### src/rtl/comparator_pkg.sv
// comparator_pkg: shared width default and search-controller state encoding
package comparator_pkg;
    localparam int DATA_WIDTH = 16;
    typedef enum logic [1:0] {IDLE, PROBE, CHECK, DONE} state_t;
endpackage

### src/rtl/successive_approx_search_16_bit.sv
// successive_approx_search_16_bit: MSB-first binary search driving an external magnitude comparator
// Clock_In/Reset_In: clock, sync active-high reset; Start_In: request, sampled in IDLE only
// A_*_B_In: comparator flags for Probe_Out vs target, sampled on the same edge
// Probe_Out: candidate to comparator A side; Busy_Out: searching; Done_Out: 1-cycle result-valid pulse
// Found_Out/Flag_Error_Out/Result_Out: outcome, held until the next accepted Start_In
module successive_approx_search_16_bit
    import comparator_pkg::*;
#(
    parameter int DW = DATA_WIDTH
) (
    input  logic          Clock_In,
    input  logic          Reset_In,
    input  logic          Start_In,
    input  logic          A_Less_Than_B_In,
    input  logic          A_Equal_To_B_In,
    input  logic          A_Greater_Than_B_In,
    output logic [DW-1:0] Probe_Out,
    output logic          Busy_Out,
    output logic          Done_Out,
    output logic          Found_Out,
    output logic          Flag_Error_Out,
    output logic [DW-1:0] Result_Out
);
    localparam int IW = $clog2(DW);
    state_t        state;
    logic [DW-1:0] r;
    logic [IW-1:0] i;
    logic          one_hot;
    always_comb begin
        one_hot   = $onehot({A_Less_Than_B_In, A_Equal_To_B_In, A_Greater_Than_B_In});
        Probe_Out = state == PROBE ? r | (DW'(1) << i) : state == CHECK ? r : '0;
    end
    always_ff @(posedge Clock_In) begin
        if (Reset_In) begin
            state          <= IDLE;
            r              <= '0;
            i              <= '0;
            Busy_Out       <= 1'b0;
            Done_Out       <= 1'b0;
            Found_Out      <= 1'b0;
            Flag_Error_Out <= 1'b0;
            Result_Out     <= '0;
        end else begin
            case (state)
                IDLE: if (Start_In) begin
                    r              <= '0;
                    i              <= IW'(DW - 1);
                    Found_Out      <= 1'b0;
                    Flag_Error_Out <= 1'b0;
                    Result_Out     <= '0;
                    Busy_Out       <= 1'b1;
                    state          <= PROBE;
                end
                PROBE: begin
                    if (!one_hot || A_Equal_To_B_In) begin
                        Flag_Error_Out <= !one_hot;
                        Found_Out      <= one_hot;
                        Result_Out     <= one_hot ? Probe_Out : r;
                        Busy_Out       <= 1'b0;
                        Done_Out       <= 1'b1;
                        state          <= DONE;
                    end else begin
                        if (A_Less_Than_B_In) r <= Probe_Out;
                        if (i == '0) state <= CHECK;
                        else i <= i - 1'b1;
                    end
                end
                CHECK: begin
                    Flag_Error_Out <= !one_hot;
                    Found_Out      <= one_hot && A_Equal_To_B_In;
                    Result_Out     <= r;
                    Busy_Out       <= 1'b0;
                    Done_Out       <= 1'b1;
                    state          <= DONE;
                end
                DONE: begin
                    Done_Out <= 1'b0;
                    state    <= IDLE;
                end
            endcase
        end
    end
endmodule

### config.mk
export PLATFORM = sky130hd
export DESIGN_NAME = successive_approx_search_16_bit
export DESIGN_NICKNAME = d
export VERILOG_FILES = /design/src/rtl/comparator_pkg.sv /design/src/rtl/successive_approx_search_16_bit.sv
export SDC_FILE = /design/constraint.sdc
export NUM_CORES = 1
export LEC_CHECK = 0
export CORE_MARGIN = 1.5
export CORE_UTILIZATION = 45
export CTS_BUF_LIST = sky130_fd_sc_hd__clkbuf_2
export DETAILED_ROUTE_END_ITERATION = 8
export PLACE_DENSITY = 0.74
export SLEW_MARGIN = 20
export SYNTH_ARGS = -nofsm -noshare
export SYNTH_HDL_FRONTEND = slang
export SYNTH_SLANG_ARGS = --single-unit
### constraint.sdc
create_clock -name Clock_In -period 2.22 [get_ports Clock_In]
set_input_delay 0.444 -clock Clock_In [delete_from_list [all_inputs] [get_ports Clock_In]]
set_output_delay 0.444 -clock Clock_In [all_outputs]
set_load 0.005 [all_outputs]
=== Word level (Yosys, flattened, before mapping) ===
Cells that the tools add are included.
Widths: inputs -> output; s select.

* Equal/unequal tests: 10
* Bitwise operators: 1
* Reductions and logical operators: 13
* $add $sub $neg: 3
* Mux-type cells: 27
* Shifts and indexed selects: 1

{| class="wikitable"
|+ Operators with widths
! cell !! number
|-
| $mux 16 || 7
|-
| $pmux 16 s3 || 1
|-
| $pmux 16 s2 || 1
|-
| $or 16x16->16 || 1
|-
| $shl 1x4->16 const A || 1
|-
| $mux 4 || 3
|-
| $pmux 1 s3 || 4
|-
| $ne 2x2->1 const B || 4
|-
| $pmux 2 s4 || 1
|-
| $pmux 4 s2 || 1
|-
| $reduce_and 4->1 || 2
|-
| $mux 1 || 6
|-
| $mux 2 || 3
|-
| $reduce_bool 3->1 || 2
|-
| $eq 2x1->1 const B || 2
|-
| $eq 2x2->1 const B || 2
|-
| $logic_not 4->1 || 1
|-
| $reduce_and 2->1 || 2
|-
| $sub 4x1->4 const B || 1
|-
| $ne 3x1->1 const B || 1
|-
| $reduce_and 3->1 || 1
|-
| $add 1x1->2 || 1
|-
| $add 2x1->2 || 1
|-
| $logic_not 2->1 || 1
|-
| 5 further kinds || 5
|}

* Logic and storage cells: 63
* Register bits: 42

=== Logic depth before layout (Yosys ltp) ===
Gate-level depths: netlist of the first run.

* Depth after elaboration: 7
* Mapped depth: 8

=== Least setup slack after synthesis of the first run ===
OpenSTA, ideal clock, no wires.

* Kind: input -> register
* Start point: input A_Less_Than_B_In
* End point: register Result_Out[5]
* Data required time: 2.106 ns
* Buffers on the path: 1
* Path slack: 0.110 ns
* Cell stages on the path: 7
* Arrival: 1.996 ns
* Library setup time: 0.114 ns
* Path through: inv_1 -> fa_1 -> and4bb_2 -> nor3_4 -> nor2_2 -> buf_2 -> a21o_1

* Cells in the longest elaborated chain, start to end: 6
* Elaborated cells between the ends (all ways): 9

{| class="wikitable"
|+ Ends and longest elaborated chain
! item !! line !! text
|-
| from (decl) || successive_approx_search_16_bit.sv:14 || <nowiki>input logic A_Less_Than_B_In,</nowiki>
|-
| $add 2x1->2 (implied by the code) * || successive_approx_search_16_bit.sv:30 || <nowiki>one_hot = $onehot({A_Less_Than_B_In, A_Equal_To_B_In, A_Greater_Than_B_In});</nowiki>
|-
| $eq 2x1->1 * || successive_approx_search_16_bit.sv:30 ||
|-
| $logic_not 1->1 || successive_approx_search_16_bit.sv:55 || <nowiki>if (!one_hot || A_Equal_To_B_In) begin</nowiki>
|-
| $logic_or 1x1->1 || successive_approx_search_16_bit.sv:55 ||
|-
| $ne 2x1->1 (no line) || n/a ||
|-
| $reduce_and 3->1 (no line) || n/a ||
|-
| to (signal assigned) || successive_approx_search_16_bit.sv:58 || <nowiki>Result_Out <= one_hot ? Probe_Out : r;</nowiki>
|-
| to (signal assigned) || successive_approx_search_16_bit.sv:71 || <nowiki>Result_Out <= r;</nowiki>
|-
| to (decl) || successive_approx_search_16_bit.sv:22 || <nowiki>output logic [DW-1:0] Result_Out</nowiki>
|}

Every way passes the cells marked *; elsewhere a longest branch is shown, timed or not. The select of a mux whose other input is x is not followed.
A chain may end at the register's enable or synchronous reset.

=== Final worst setup path of the first run ===
* Start point: register state[1]
* End point: output Probe_Out[8]

* Cells in the longest elaborated chain, start to end: 3
* Elaborated cells between the ends (all ways): 4

{| class="wikitable"
|+ Ends and longest elaborated chain
! item !! line !! text
|-
| from (decl) || successive_approx_search_16_bit.sv:25 || <nowiki>state_t state;</nowiki>
|-
| from (signal assigned) || successive_approx_search_16_bit.sv:35 || <nowiki>state <= IDLE;</nowiki>
|-
| from (signal assigned) || successive_approx_search_16_bit.sv:52 || <nowiki>state <= PROBE;</nowiki>
|-
| from (signal assigned) || successive_approx_search_16_bit.sv:61 || <nowiki>state <= DONE;</nowiki>
|-
| $eq 2x2->1 || successive_approx_search_16_bit.sv:31 || <nowiki>Probe_Out = state == PROBE ? r | (DW'(1) << i) : state == CHECK ? r : '0;</nowiki>
|-
| $mux 16 || successive_approx_search_16_bit.sv:31 ||
|-
| $mux 16 * || successive_approx_search_16_bit.sv:31 ||
|-
| to (decl) || successive_approx_search_16_bit.sv:17 || <nowiki>output logic [DW-1:0] Probe_Out,</nowiki>
|}

Every way passes the cells marked *; elsewhere a longest branch is shown, timed or not.

==> results of run 1 <==
cells in the mapped netlist, drive strengths merged:
cell | number | area [µm²]
clkbuf | 8 | 30.0
a21boi | 3 | 22.5
nand4bb | 1 | 11.3
nand2b | 4 | 25.0
and3 | 1 | 6.26
dfxtp | 42 | 841
a21o | 7 | 52.6
o21a | 1 | 7.51
nand4 | 2 | 12.5
nand3 | 3 | 15.0
nor2 | 24 | 92.6
a32o | 1 | 10.0
a21oi | 20 | 100
nor4bb | 1 | 10.0
and2 | 1 | 6.26
o21ai | 9 | 45.0
or3 | 1 | 6.26
and4bb | 1 | 12.5
nand3b | 2 | 15.0
nor3b | 1 | 7.51
or2 | 1 | 6.26
nor3 | 7 | 46.3
o2bb2ai | 7 | 61.3
o21bai | 1 | 7.51
buf | 8 | 38.8
and3b | 1 | 8.76
nor2b | 4 | 25.0
ha | 10 | 125
a211oi | 4 | 30.0
a41oi | 1 | 8.76
nand2 | 27 | 101
a31oi | 10 | 62.6
nor4b | 2 | 30.0
inv | 8 | 30.0
nand4b | 1 | 8.76
a41o | 1 | 10.0
nor4 | 1 | 6.26
mux2i | 3 | 30.0
a21bo | 1 | 10.0
a22o | 11 | 96.3
a2111oi | 1 | 8.76
fa | 1 | 20.0
kinds of logic after synthesis:
group,after synthesis,share of synthesized area
AOI/OAI and AO/OA,78,0.254
adders and majority gates,11,0.0691
buffers and inverters,24,0.0470
DFF,42,0.400
muxes,3,0.0143
and+or+nand+nor,86,0.216
per-layer routing:
metal	wire, µm	vias to the layer above	part of all wire	track usage
li1	-	1028	-	-
met5	0	-	0	0
met3	237	6	0.043	0.0464
met4	47	0	0.0085	0.0776
met1	2590	976	0.47	0.295
met2	2670	52	0.48	0.379
worst max-delay path: cells and delay by family, from the launching register on:
family | cells | cell delay [ns]
and+or+nand+nor | 3 | 0.36
DFF | 1 | 0.37
buffers and inverters | 4 | 0.49
adders and majority gates | 1 | 0.16
repair_timing:
| action | CTS | global route |
|---|---|---|
| setup endpoints to repair | 35 | 26 |
| endpoints found under the hold margin | 0 | 0 |
| setup buffers | 2 | 2 |
| pin swaps | 3 | 9 |
| resized for setup | 53 | 40 |
| gates cloned | 0 | 0 |
worst paths after layout:
check,startpoint,to,slack [ns],cells after the start
max,state[1],Probe_Out[8],0.002,8
min,r[11],r[11],0.47,2
max reg2reg,i[0],state[0],0.25,6
min reg2reg,r[11],r[11],0.47,2
flip-flops by register name, summed over array words and instances (netlist names):
register,cells
Found_Out,1
Result_Out,16
Busy_Out,1
Flag_Error_Out,1
r,16
Done_Out,1
state,2
i,4
final cells by class:
class                   count  area, µm²
fillers                   361       1380
multi-input cells         178       1320
flip-flops and latches     42        852
clock buffers               5       25.0
well taps                  52       65.1
repair buffers             84        702
clock inverters             2       33.8
inverters                   8       30.0
power breakdown:
group / switching (µW) / leakage, µW / internal, µW
sequential: 108 / 0.000343 / 855
clock: 251 / 0.0000365 / 181
combinational: 956 / 0.000904 / 879
metrics by stage:
| step | setup TNS [ns] | util | total power, µW |
|---|---|---|---|
| 6_report | 0 | 0.687 | 3230 |
| 5_1_grt | -0.221 | 0.687 | 3450 |
| 2_1_floorplan | 0 | - | 1770 |
| 3_3_place_gp | -16.72 | 0.634 | 2450 |
| 4_1_cts | -0.250 | 0.666 | 3050 |
| 3_5_place_dp | -18.45 | 0.635 | 2480 |
==> summary.log, run 1 <==
[run_status] outcome completed
[sta] clock skew 0.0198 ns
[detailed_routing] vias per cell 5.56
[worst_setup_path] element type at the critical path start register
[clock_tree] Clock Tree Root sky130_fd_sc_hd__clkbuf_2
[placed_design] I/O Buffers 41
[die] number of cell rows 24
[synthesis] post-synthesis cell area 2100 µm²
[grt] grt ovf 0
[worst_setup_path] slowest CP cell sky130_fd_sc_hd__dfxtp_2
[detailed_routing] number of routed nets with antenna violations 0
[cells_and_area] most used cells in the layout excluding fill and tap cells 38 x sky130_fd_sc_hd__buf_4, 37 x sky130_fd_sc_hd__dfxtp_1, 25 x sky130_fd_sc_hd__clkdlybuf4s50_1
[detailed_routing] Post-route DRC 0
[synthesis] Synth cell types 45
[power] static leakage 0.00128 µW
[clock_tree] Reg clk slew, reported paths 0.22 ns
[worst_setup_path] critical path data arrival time 1.77 ns
[placed_design] Placement Setup Slack -0.624 ns
[power] worst voltage drop across the vdd grid 0.832 mV
[synthesis] Seq cells post-synth 42
[flow_run] reported max-cap violation count 0
[worst_setup_path] Crit path top cell by count sky130_fd_sc_hd__buf_6
[power] Pwr per Cell Area 1070 nW/µm²
[die] total die area 5090 µm²
[cells_and_area] number of standard cells in the final layout excluding fillers 371
[clock_tree] clock tree from TritonCTS yes
[synthesis] Synth Net Count 261
[sta] Setup Viol. Count Final 0
[synthesis] number of instances in the synthesized netlist 244
[placed_design] final RePlAce weighted congestion 0.861
[hold_path] Hold Path Class reg2reg
[die] placeable core region 4410 µm²
[clock_tree] Clock Latency Late Sink 0.42 ns
[sta] worst relative slew slack 0.508
[sta] Least-Margin Pin Slew 0.738 ns
[sta] hold slack 0.465 ns
[clock_tree] clk buf depth 2
[worst_setup_path] CP Capture Type primary output
[detailed_routing] routed wire length 5550 µm
[detailed_routing] DRT Pass-1 Iters 5
[clock_tree] CTS sink cnt 42
[sta] least setup slack across all paths after layout 0.00215 ns
[grt] wire length of the first global-routing pass 9250 µm
[worst_setup_path] Critical Path Max Stage Delay 0.37 ns
[sta] minimum clock period after layout 2.22 ns
[placed_design] post-DP HPWL 3960 µm
[cells_and_area] area growth from synthesis to layout 44.3%
[grt] via count of the first global-routing pass 1971
[placed_design] Placement Cell Area 2800 µm²
[worst_setup_path] required time reported for the critical path endpoint 1.78 ns
[die] I/O pins 42
[cells_and_area] most common library cell in the layout ignoring fill and taps sky130_fd_sc_hd__buf_4
[cells_and_area] Layout Nets 336
[grt] total global-route track usage 0.228
[grt] antenna violations before repair 0
[sta] number of max-slew violations in the final report 0
[detailed_routing] routed wirelength normalized by instance count 15.0 µm
[detailed_routing] violation count after the first detailed-route iteration 129
[placed_design] cell count after placement 360
[synthesis] synthesized area divided by synthesized cell count 8.61 µm²
[sta] final worst-path cycle share 0.999
[worst_setup_path] startpoint-to-endpoint class of the critical path reg2out
[sta] final hold viol count 0
[grt] largest net degree at the start of global routing 17
[worst_setup_path] highest fanout seen on the critical path 4
[cells_and_area] antenna diode count 0
[die] starting density of the core 0.476
[synthesis] portion of the post-synthesis area used by sequential elements 0.400
[clock_tree] CTS Hold Bufs 0
[cells_and_area] fraction of final layout cells with drive strength greater than 1 0.304
[clock_tree] H-tree levels 2
[clock_tree] CTS buffer count 5
[sta] maximum clock frequency 451 MHz
[detailed_routing] via count 2062
[sta] RSZ-0062 raised after global routing true
[worst_setup_path] cells along the critical path buf_6 -> ha_4 -> or2_4 -> buf_6 -> buf_6 -> nand2_4 -> nand2_2 -> buf_2
[die] die height 71.3 µm
[die] Die Span X 71.3 µm
[synthesis] Yosys warning count 0
[cells_and_area] final non-filler cell area 3030 µm²
No activity file was read; power rests on OpenSTA's default activity.
==> run 2, diff against run 1 <==
CORE_UTILIZATION = 48   (was 45)
PLACE_DENSITY = 0.78   (was 0.74)
RECOVER_POWER = 100   (was unset)
==> run 2 against run 1 <==
  * The flow now finishes with violations (negative setup slack)
  * Critical path type is now in2reg
  * Sequential share of layout area fell by 1.2 points
  * Via count rose by 9.3%
  * Register-to-register slack got worse by 0.07 ns
  * Largest cell class unchanged
==> summary.log, run 2 (synthesized netlist as in run 1, its figures left out) <==
[sta] final hold viol count 0 [unchanged]
[worst_setup_path] Crit Reg-Reg Startpoint state[0] [was i[0]]
[power] static leakage 0.00139 µW [was 0.00128 µW]
[clock_tree] Reg clk slew, reported paths 0.22 ns [about the same]
[sta] maximum clock frequency 444 MHz [was 451 MHz]
[cells_and_area] area growth from synthesis to layout 50.5% [was 44.3%]
[detailed_routing] violation count after the first detailed-route iteration 145 [was 129]
[cells_and_area] final core occ 0.768 [was 0.687]
[placed_design] I/O Buffers 41 [unchanged]
[worst_setup_path] slowest CP cell sky130_fd_sc_hd__fa_1 [was sky130_fd_sc_hd__dfxtp_2]
[detailed_routing] DRT Pass-1 Iters 4 [was 5]
[clock_tree] Clock Tree Root sky130_fd_sc_hd__clkbuf_2 [unchanged]
[detailed_routing] via count 2253 [was 2062]
[detailed_routing] vias per cell 5.90 [was 5.56]
[clock_tree] CTS Hold Bufs 0 [unchanged]
[detailed_routing] Post-route DRC 0 [unchanged]
[sta] minimum clock period after layout 2.25 ns [was 2.22 ns]
[grt] via count of the first global-routing pass 2229 [was 1971]
[cells_and_area] registers with the most flip-flops Result_Out x16, r x16, i x4 [unchanged]
[cells_and_area] fraction of final layout cells with drive strength greater than 1 0.361 [was 0.304]
[sta] RSZ-0062 raised after global routing true [unchanged]
[die] die height 69.2 µm [was 71.3 µm]
[clock_tree] CTS buffer count 5 [unchanged]
[placed_design] Placement Cell Area 2790 µm² [was 2800 µm²]
[sta] number of max-slew violations in the final report 0 [unchanged]
[die] Die Span X 69.2 µm [was 71.3 µm]
[grt] grt ovf 0 [unchanged]
[cells_and_area] most used cells in the layout excluding fill and tap cells 36 x sky130_fd_sc_hd__dfxtp_1, 35 x sky130_fd_sc_hd__buf_4, 20 x sky130_fd_sc_hd__dlygate4sd3_1 [was 38 x sky130_fd_sc_hd__buf_4, 37 x sky130_fd_sc_hd__dfxtp_1, 25 x sky130_fd_sc_hd__clkdlybuf4s50_1]
[die] starting density of the core 0.510 [was 0.476]
[flow_run] reported max-cap violation count 0 [unchanged]
[power] Pwr per Cell Area 1140 nW/µm² [was 1070 nW/µm²]
[power] worst voltage drop across the vdd grid 0.853 mV [was 0.832 mV]
[grt] antenna violations before repair 0 [unchanged]
[worst_setup_path] CP Capture Type register [was primary output]
[sta] clock skew 0.0226 ns [was 0.0198 ns]
[die] I/O pins 42 [unchanged]
[clock_tree] Clock Latency Late Sink 0.42 ns [about the same]
[worst_setup_path] critical path data arrival time 2.61 ns [was 1.77 ns]
[hold_path] origin of the worst min-delay path Result_Out[9] [was r[11]]
[grt] largest net degree at the start of global routing 17 [unchanged]
[run_status] outcome finished, violations left [was completed]
[clock_tree] H-tree levels 2 [unchanged]
[cells_and_area] final non-filler cell area 3160 µm² [was 3030 µm²]
[clock_tree] clock tree from TritonCTS yes [unchanged]
[placed_design] final RePlAce weighted congestion 0.936 [was 0.861]
[grt] wire length of the first global-routing pass 10500 µm [was 9250 µm]
[run_status] failing checks negative setup slack
[placed_design] post-DP HPWL 3990 µm [was 3960 µm]
[sta] worst relative slew slack 0.483 [was 0.508]
[worst_setup_path] Critical Path Max Stage Delay 0.51 ns [was 0.37 ns]
[cells_and_area] antenna diode count 0 [unchanged]
[cells_and_area] layout filler cell count 290 [was 361]
[detailed_routing] routed wire length 6810 µm [was 5550 µm]
[sta] final worst-path cycle share 1.01 [was 0.999]
[worst_setup_path] element type at the critical path start input port [was register]
[clock_tree] clk buf depth 2 [unchanged]
[worst_setup_path] startpoint-to-endpoint class of the critical path in2reg [was reg2out]
[cells_and_area] most common library cell in the layout ignoring fill and taps sky130_fd_sc_hd__dfxtp_1 [was sky130_fd_sc_hd__buf_4]
[worst_setup_path] launch point of the critical path A_Less_Than_B_In [was state[1]]
[worst_setup_path] highest fanout seen on the critical path 6 [was 4]
[sta] least setup slack across all paths after layout -0.0320 ns [was 0.00215 ns]
[hold_path] Hold Path Class reg2reg [unchanged]
[sta] Least-Margin Pin Slew 0.775 ns [was 0.738 ns]
[cells_and_area] Layout Nets 348 [was 336]
[die] total die area 4780 µm² [was 5090 µm²]
[worst_setup_path] cells along the critical path clkdlybuf4s50_1 -> inv_1 -> fa_1 -> and4bb_1 -> nor3_2 -> nor2_1 -> clkbuf_2 -> o2bb2ai_1 [was buf_6 -> ha_4 -> or2_4 -> buf_6 -> buf_6 -> nand2_4 -> nand2_2 -> buf_2]
[clock_tree] CTS sink cnt 42 [unchanged]
[grt] total global-route track usage 0.272 [was 0.228]
[sta] Setup Viol. Count Final 7 [was 0]
[worst_setup_path] required time reported for the critical path endpoint 2.58 ns [was 1.78 ns]
[die] placeable core region 4120 µm² [was 4410 µm²]
[die] number of cell rows 23 [was 24]
[detailed_routing] routed wirelength normalized by instance count 17.8 µm [was 15.0 µm]
[detailed_routing] number of routed nets with antenna violations 0 [unchanged]
run 2: cell count changes in the layout (fill, tap and decap cells not counted), moves of 5 or more:
| cell | before | now |
|---|---|---|
| sky130_fd_sc_hd__buf_2 | 2 | 14 |
| sky130_fd_sc_hd__buf_6 | 5 | 10 |
| sky130_fd_sc_hd__clkdlybuf4s50_1 | 25 | 5 |
| sky130_fd_sc_hd__dlygate4sd3_1 | 0 | 20 |
| sky130_fd_sc_hd__nand2_1 | 23 | 18 |
| sky130_fd_sc_hd__nand2_2 | 3 | 9 |
run 2: worst paths after layout:
| check | endpoint | slack, ns | depth (start not counted) |
|---|---|---|---|
| max | Result_Out[0] | -0.03 | 8 |
| max reg2reg | Result_Out[1] | 0.18 | 10 |
| min | Result_Out[9] | 0.48 | 1 |
| min reg2reg | Result_Out[9] | 0.48 | 1 |
run 2: area by class of cell:
| cell class | instances | area [µm²] | area share |
|---|---|---|---|
| Multi-Input combinational cell | 178 | 1380 | 0.437 |
| Sequential cell | 42 | 851 | 0.269 |
| Timing Repair Buffer | 96 | 769 | 0.243 |
| Tap cell | 50 | 62.6 | 0.0198 |
| Clock inverter | 2 | 37.5 | 0.0119 |
| Clock buffer | 6 | 30.0 | 0.00950 |
| Inverter | 8 | 30.0 | 0.00950 |
run 2: through the flow:
| step | setup TNS [ns] | setup WS (ns) | power (µW) | hold slack (ns) | std cells |
|---|---|---|---|---|---|
| after global routing | -1.16 | -0.103 | 3790 | 0.498 | 382 |
| after detailed placement | -18.53 | -0.628 | 2450 | 0.440 | 356 |
| after global placement | -16.28 | -0.535 | 2410 | 0.436 | 356 |
| after CTS | -0.201 | -0.0694 | 3260 | 0.478 | 380 |
| final | -0.127 | -0.0320 | 3600 | 0.480 | 382 |
| after floorplan | 0 | 0.110 | 1770 | 0.425 | 244 |
run 2: critical path, delay by kind of cell:
kind | cells | cell delay, ns
buffers and inverters | 3 | 0.80
AOI/OAI and AO/OA | 1 | 0.15
and+or+nand+nor | 3 | 0.70
adders and majority gates | 1 | 0.51
run 2: repair_timing:
item / 4_1_cts / 5_1_grt
gates resized for setup: 93 / 36
hold endpoints to repair: 0 / 0
setup buffers: 16 / 3
endpoints found under the setup margin: 38 / 33
pin swaps: 13 / 9
run 2: where the power goes:
group / total, µW / switching [µW] / internal (µW)
Sequential: 972 / 119 / 853
Combinational: 2170 / 1130 / 1040
Clock: 457 / 263 / 195
Total: 3600 / 1520 / 2090
run 2: metal layers:
| metal | wire, µm | track usage |
|---|---|---|
| met1 | 2800 | 0.317 |
| met4 | 228 | 0.126 |
| met5 | 0 | 0 |
| met3 | 382 | 0.0673 |
| met2 | 3390 | 0.467 |
==> run 3, diff against run 2 <==
CTS_BUF_LIST = sky130_fd_sc_hd__clkbuf_4   (was sky130_fd_sc_hd__clkbuf_2)
PLACE_DENSITY = 0.75   (was 0.78)
==> run 3 against run 2 <==
  * The flow now finishes without violations
  * Clock skew shrank 0.011 ns
  * Worst hold slack worse by 0.017 ns
  * Critical path depth down 1
  * Maximum frequency is 4.1% higher
  * Cell count is 3.7% lower
  * Clock power shrank 18%
  * Setup slack improved by 0.089 ns
  * Die area unchanged
  * Power down 12%
  * Sequential cell count did not move
  * Cell area decreased by 3.9%
  * Critical path type is now reg2out
  * Largest power group unchanged
  * Highest routed layer unchanged
==> summary.log, run 3 (synthesized netlist as in run 1, its figures left out) <==
[run_status] outcome completed [was finished, violations left]
[power] total power after layout 3170 µW [was 3600 µW]
[die] total die area 4780 µm² [unchanged]
[worst_setup_path] Crit Reg-Reg Startpoint state[0] [unchanged]
[cells_and_area] area growth from synthesis to layout 44.7% [was 50.5%]
[worst_setup_path] startpoint-to-endpoint class of the critical path reg2out [was in2reg]
[sta] sum of negative setup slack 0 ns [was -0.127 ns]
[power] static leakage 0.00140 µW [was 0.00139 µW]
[clock_tree] Clock Latency Late Sink 0.36 ns [was 0.42 ns]
[detailed_routing] violation count after the first detailed-route iteration 119 [was 145]
[worst_setup_path] critical path data arrival time 1.72 ns [was 2.61 ns]
[worst_setup_path] register-to-register path setup slack 0.06 ns [was 0.18 ns]
[hold_path] worst hold path endpoint Result_Out[9] [unchanged]
[sta] final hold viol count 0 [unchanged]
[cells_and_area] Layout Nets 334 [was 348]
[sta] worst relative slew slack 0.472 [was 0.483]
[detailed_routing] routed wire length 6100 µm [was 6810 µm]
[grt] largest net degree at the start of global routing 17 [unchanged]
[placed_design] cell count after placement 355 [was 356]
[sta] Setup Viol. Count Final 0 [was 7]
[grt] grt ovf 0 [unchanged]
[clock_tree] clock tree from TritonCTS yes [unchanged]
[detailed_routing] number of routed nets with antenna violations 0 [unchanged]
[die] I/O pins 42 [unchanged]
[grt] global-route track usage on met3 0.0570 [was 0.0673]
[sta] maximum clock frequency 462 MHz [was 444 MHz]
[detailed_routing] vias per cell 5.86 [was 5.90]
[sta] minimum clock period after layout 2.16 ns [was 2.25 ns]
[worst_setup_path] highest fanout seen on the critical path 11 [was 6]
[grt] total global-route track usage 0.247 [was 0.272]
[grt] most used routing layer met2 [unchanged]
[power] Pwr per Cell Area 1040 nW/µm² [was 1140 nW/µm²]
[worst_setup_path] CP Capture Type primary output [was register]
[die] starting density of the core 0.510 [unchanged]
[detailed_routing] DRT Pass-1 Iters 4 [unchanged]
[hold_path] Hold Path Class reg2reg [unchanged]
[detailed_routing] via count 2156 [was 2253]
[clock_tree] CTS buffer count 5 [unchanged]
[grt] met2 Track Usage GR 0.402 [was 0.467]
[sta] clock skew 0.0116 ns [was 0.0226 ns]
[worst_setup_path] Reg2Reg Depth 10 [unchanged]
[placed_design] final RePlAce weighted congestion 0.928 [was 0.936]
[cells_and_area] layout filler cell count 316 [was 290]
[worst_setup_path] element type at the critical path start register [was input port]
[grt] antenna violations before repair 0 [unchanged]
[sta] number of max-slew violations in the final report 0 [unchanged]
[cells_and_area] registers with the most flip-flops Result_Out x16, r x16, i x4 [unchanged]
[detailed_routing] routed wirelength normalized by instance count 16.6 µm [was 17.8 µm]
[cells_and_area] most used cells in the layout excluding fill and tap cells 38 x sky130_fd_sc_hd__dfxtp_1, 33 x sky130_fd_sc_hd__buf_4, 22 x sky130_fd_sc_hd__nor2_1 [was 36 x sky130_fd_sc_hd__dfxtp_1, 35 x sky130_fd_sc_hd__buf_4, 20 x sky130_fd_sc_hd__dlygate4sd3_1]
[sta] RSZ-0062 raised after global routing true [unchanged]
[grt] wire length of the first global-routing pass 9570 µm [was 10500 µm]
[grt] met1 usage in global routing 0.327 [was 0.317]
[cells_and_area] fraction of final layout cells with drive strength greater than 1 0.277 [was 0.361]
[grt] via count of the first global-routing pass 1987 [was 2229]
[sta] Least-Margin Pin Slew 0.792 ns [was 0.775 ns]
[cells_and_area] most common library cell in the layout ignoring fill and taps sky130_fd_sc_hd__dfxtp_1 [unchanged]
[clock_tree] CTS sink cnt 42 [unchanged]
[power] worst voltage drop across the vdd grid 0.770 mV [was 0.853 mV]
[cells_and_area] antenna diode count 0 [unchanged]
[die] placeable core region 4120 µm² [unchanged]
[clock_tree] clk buf depth 2 [unchanged]
[cells_and_area] sequential standard cell area 848 µm² [was 851 µm²]
[placed_design] post-DP HPWL 4020 µm [was 3990 µm]
[clock_tree] Reg clk slew, reported paths 0.13 ns [was 0.22 ns]
[clock_tree] H-tree levels 2 [unchanged]
[die] number of cell rows 23 [unchanged]
[sta] final worst-path cycle share 0.975 [was 1.01]
[clock_tree] Clock Tree Root sky130_fd_sc_hd__clkbuf_4 [was sky130_fd_sc_hd__clkbuf_2]
[hold_path] instance count along the most critical hold path 1 [unchanged]
[cells_and_area] number of standard cells in the final layout excluding fillers 368 [was 382]
[flow_run] reported max-cap violation count 0 [unchanged]
[hold_path] origin of the worst min-delay path Result_Out[9] [unchanged]
[worst_setup_path] worst reg2reg endpoint Result_Out[1] [unchanged]
[cells_and_area] Multi-input gate area 1290 µm² [was 1380 µm²]
[die] die height 69.2 µm [unchanged]
[worst_setup_path] required time reported for the critical path endpoint 1.78 ns [was 2.58 ns]
[die] Die Span X 69.2 µm [unchanged]
[placed_design] I/O Buffers 41 [unchanged]
[detailed_routing] Post-route DRC 0 [unchanged]
[cells_and_area] final core occ 0.739 [was 0.768]
-- run 3: cell count changes in the layout (fill, tap and decap cells not counted), sizes merged --
cell,delta
dlygate4sd2,+7
clkbuf,-9
dlymetal6s2s,+4
clkdlybuf4s15,+4
buf,-18
bufinv,-1
clkinv,+2
clkdlybuf4s50,-3
-- run 3: power by group --
| part | internal [µW] | total (µW) | switching (µW) |
|---|---|---|---|
| logic | 870 | 1840 | 970 |
| clock network | 118 | 376 | 258 |
| registers | 848 | 950 | 103 |
| total | 1840 | 3170 | 1330 |
-- run 3: worst max-delay path by stage --
stage	startpoint	endpoint	slack (ns)
global placement	A_Less_Than_B_In	Result_Out[1]	-0.56
detailed placement	A_Equal_To_B_In	Result_Out[2]	-0.64
floorplan	A_Less_Than_B_In	Result_Out[5]	0.11
finish	state[1]	Probe_Out[5]	0.06
global route	state[0]	Result_Out[1]	-0.04
CTS	state[1]	Probe_Out[7]	-0.14
-- run 3: area by class of cell --
class                      count  share of cell area
timing repair buffer          82               0.249
clock inverter                 3             0.00535
sequential                    42               0.279
multi-input combinational    178               0.424
clock buffer                   5              0.0124
inverter                       8             0.00988
tap                           50              0.0206
-- run 3: what timing repair did --
item / CTS / global route
hold buffers: 0 / 0
pin swaps: 7 / 9
gates resized for setup: 54 / 37
endpoints found under the setup margin: 38 / 53
setup buffers: 1 / 4
-- run 3: critical path: stages, from the launching register on --
cell and delay [ns]:
sky130_fd_sc_hd__dfxtp_2 0.36, sky130_fd_sc_hd__inv_2 0.05, sky130_fd_sc_hd__ha_4 0.17, sky130_fd_sc_hd__buf_4 0.15, sky130_fd_sc_hd__buf_8 0.14, sky130_fd_sc_hd__a31oi_2 0.15
sky130_fd_sc_hd__nor2_1 0.07, sky130_fd_sc_hd__dlygate4sd2_1 0.27
-- run 3: routing by layer --
metal | routed length (µm) | part of all wire | vias to the layer above
li1 | - | - | 1026
met1 | 2550 | 0.42 | 1033
met2 | 3050 | 0.50 | 88
met5 | 0 | 0 | -
met4 | 93 | 0.015 | 0
met3 | 406 | 0.067 | 9
-- run 3: per-stage QoR --
stage               cell area [µm²]  worst slack [ns]  hold WS [ns]
floorplan                      2100             0.110         0.425
global placement               2800            -0.555         0.435
detailed placement             2800            -0.642         0.442
CTS                            2940            -0.143         0.457
global route                   3040           -0.0369         0.486
finish                         3040            0.0566         0.464
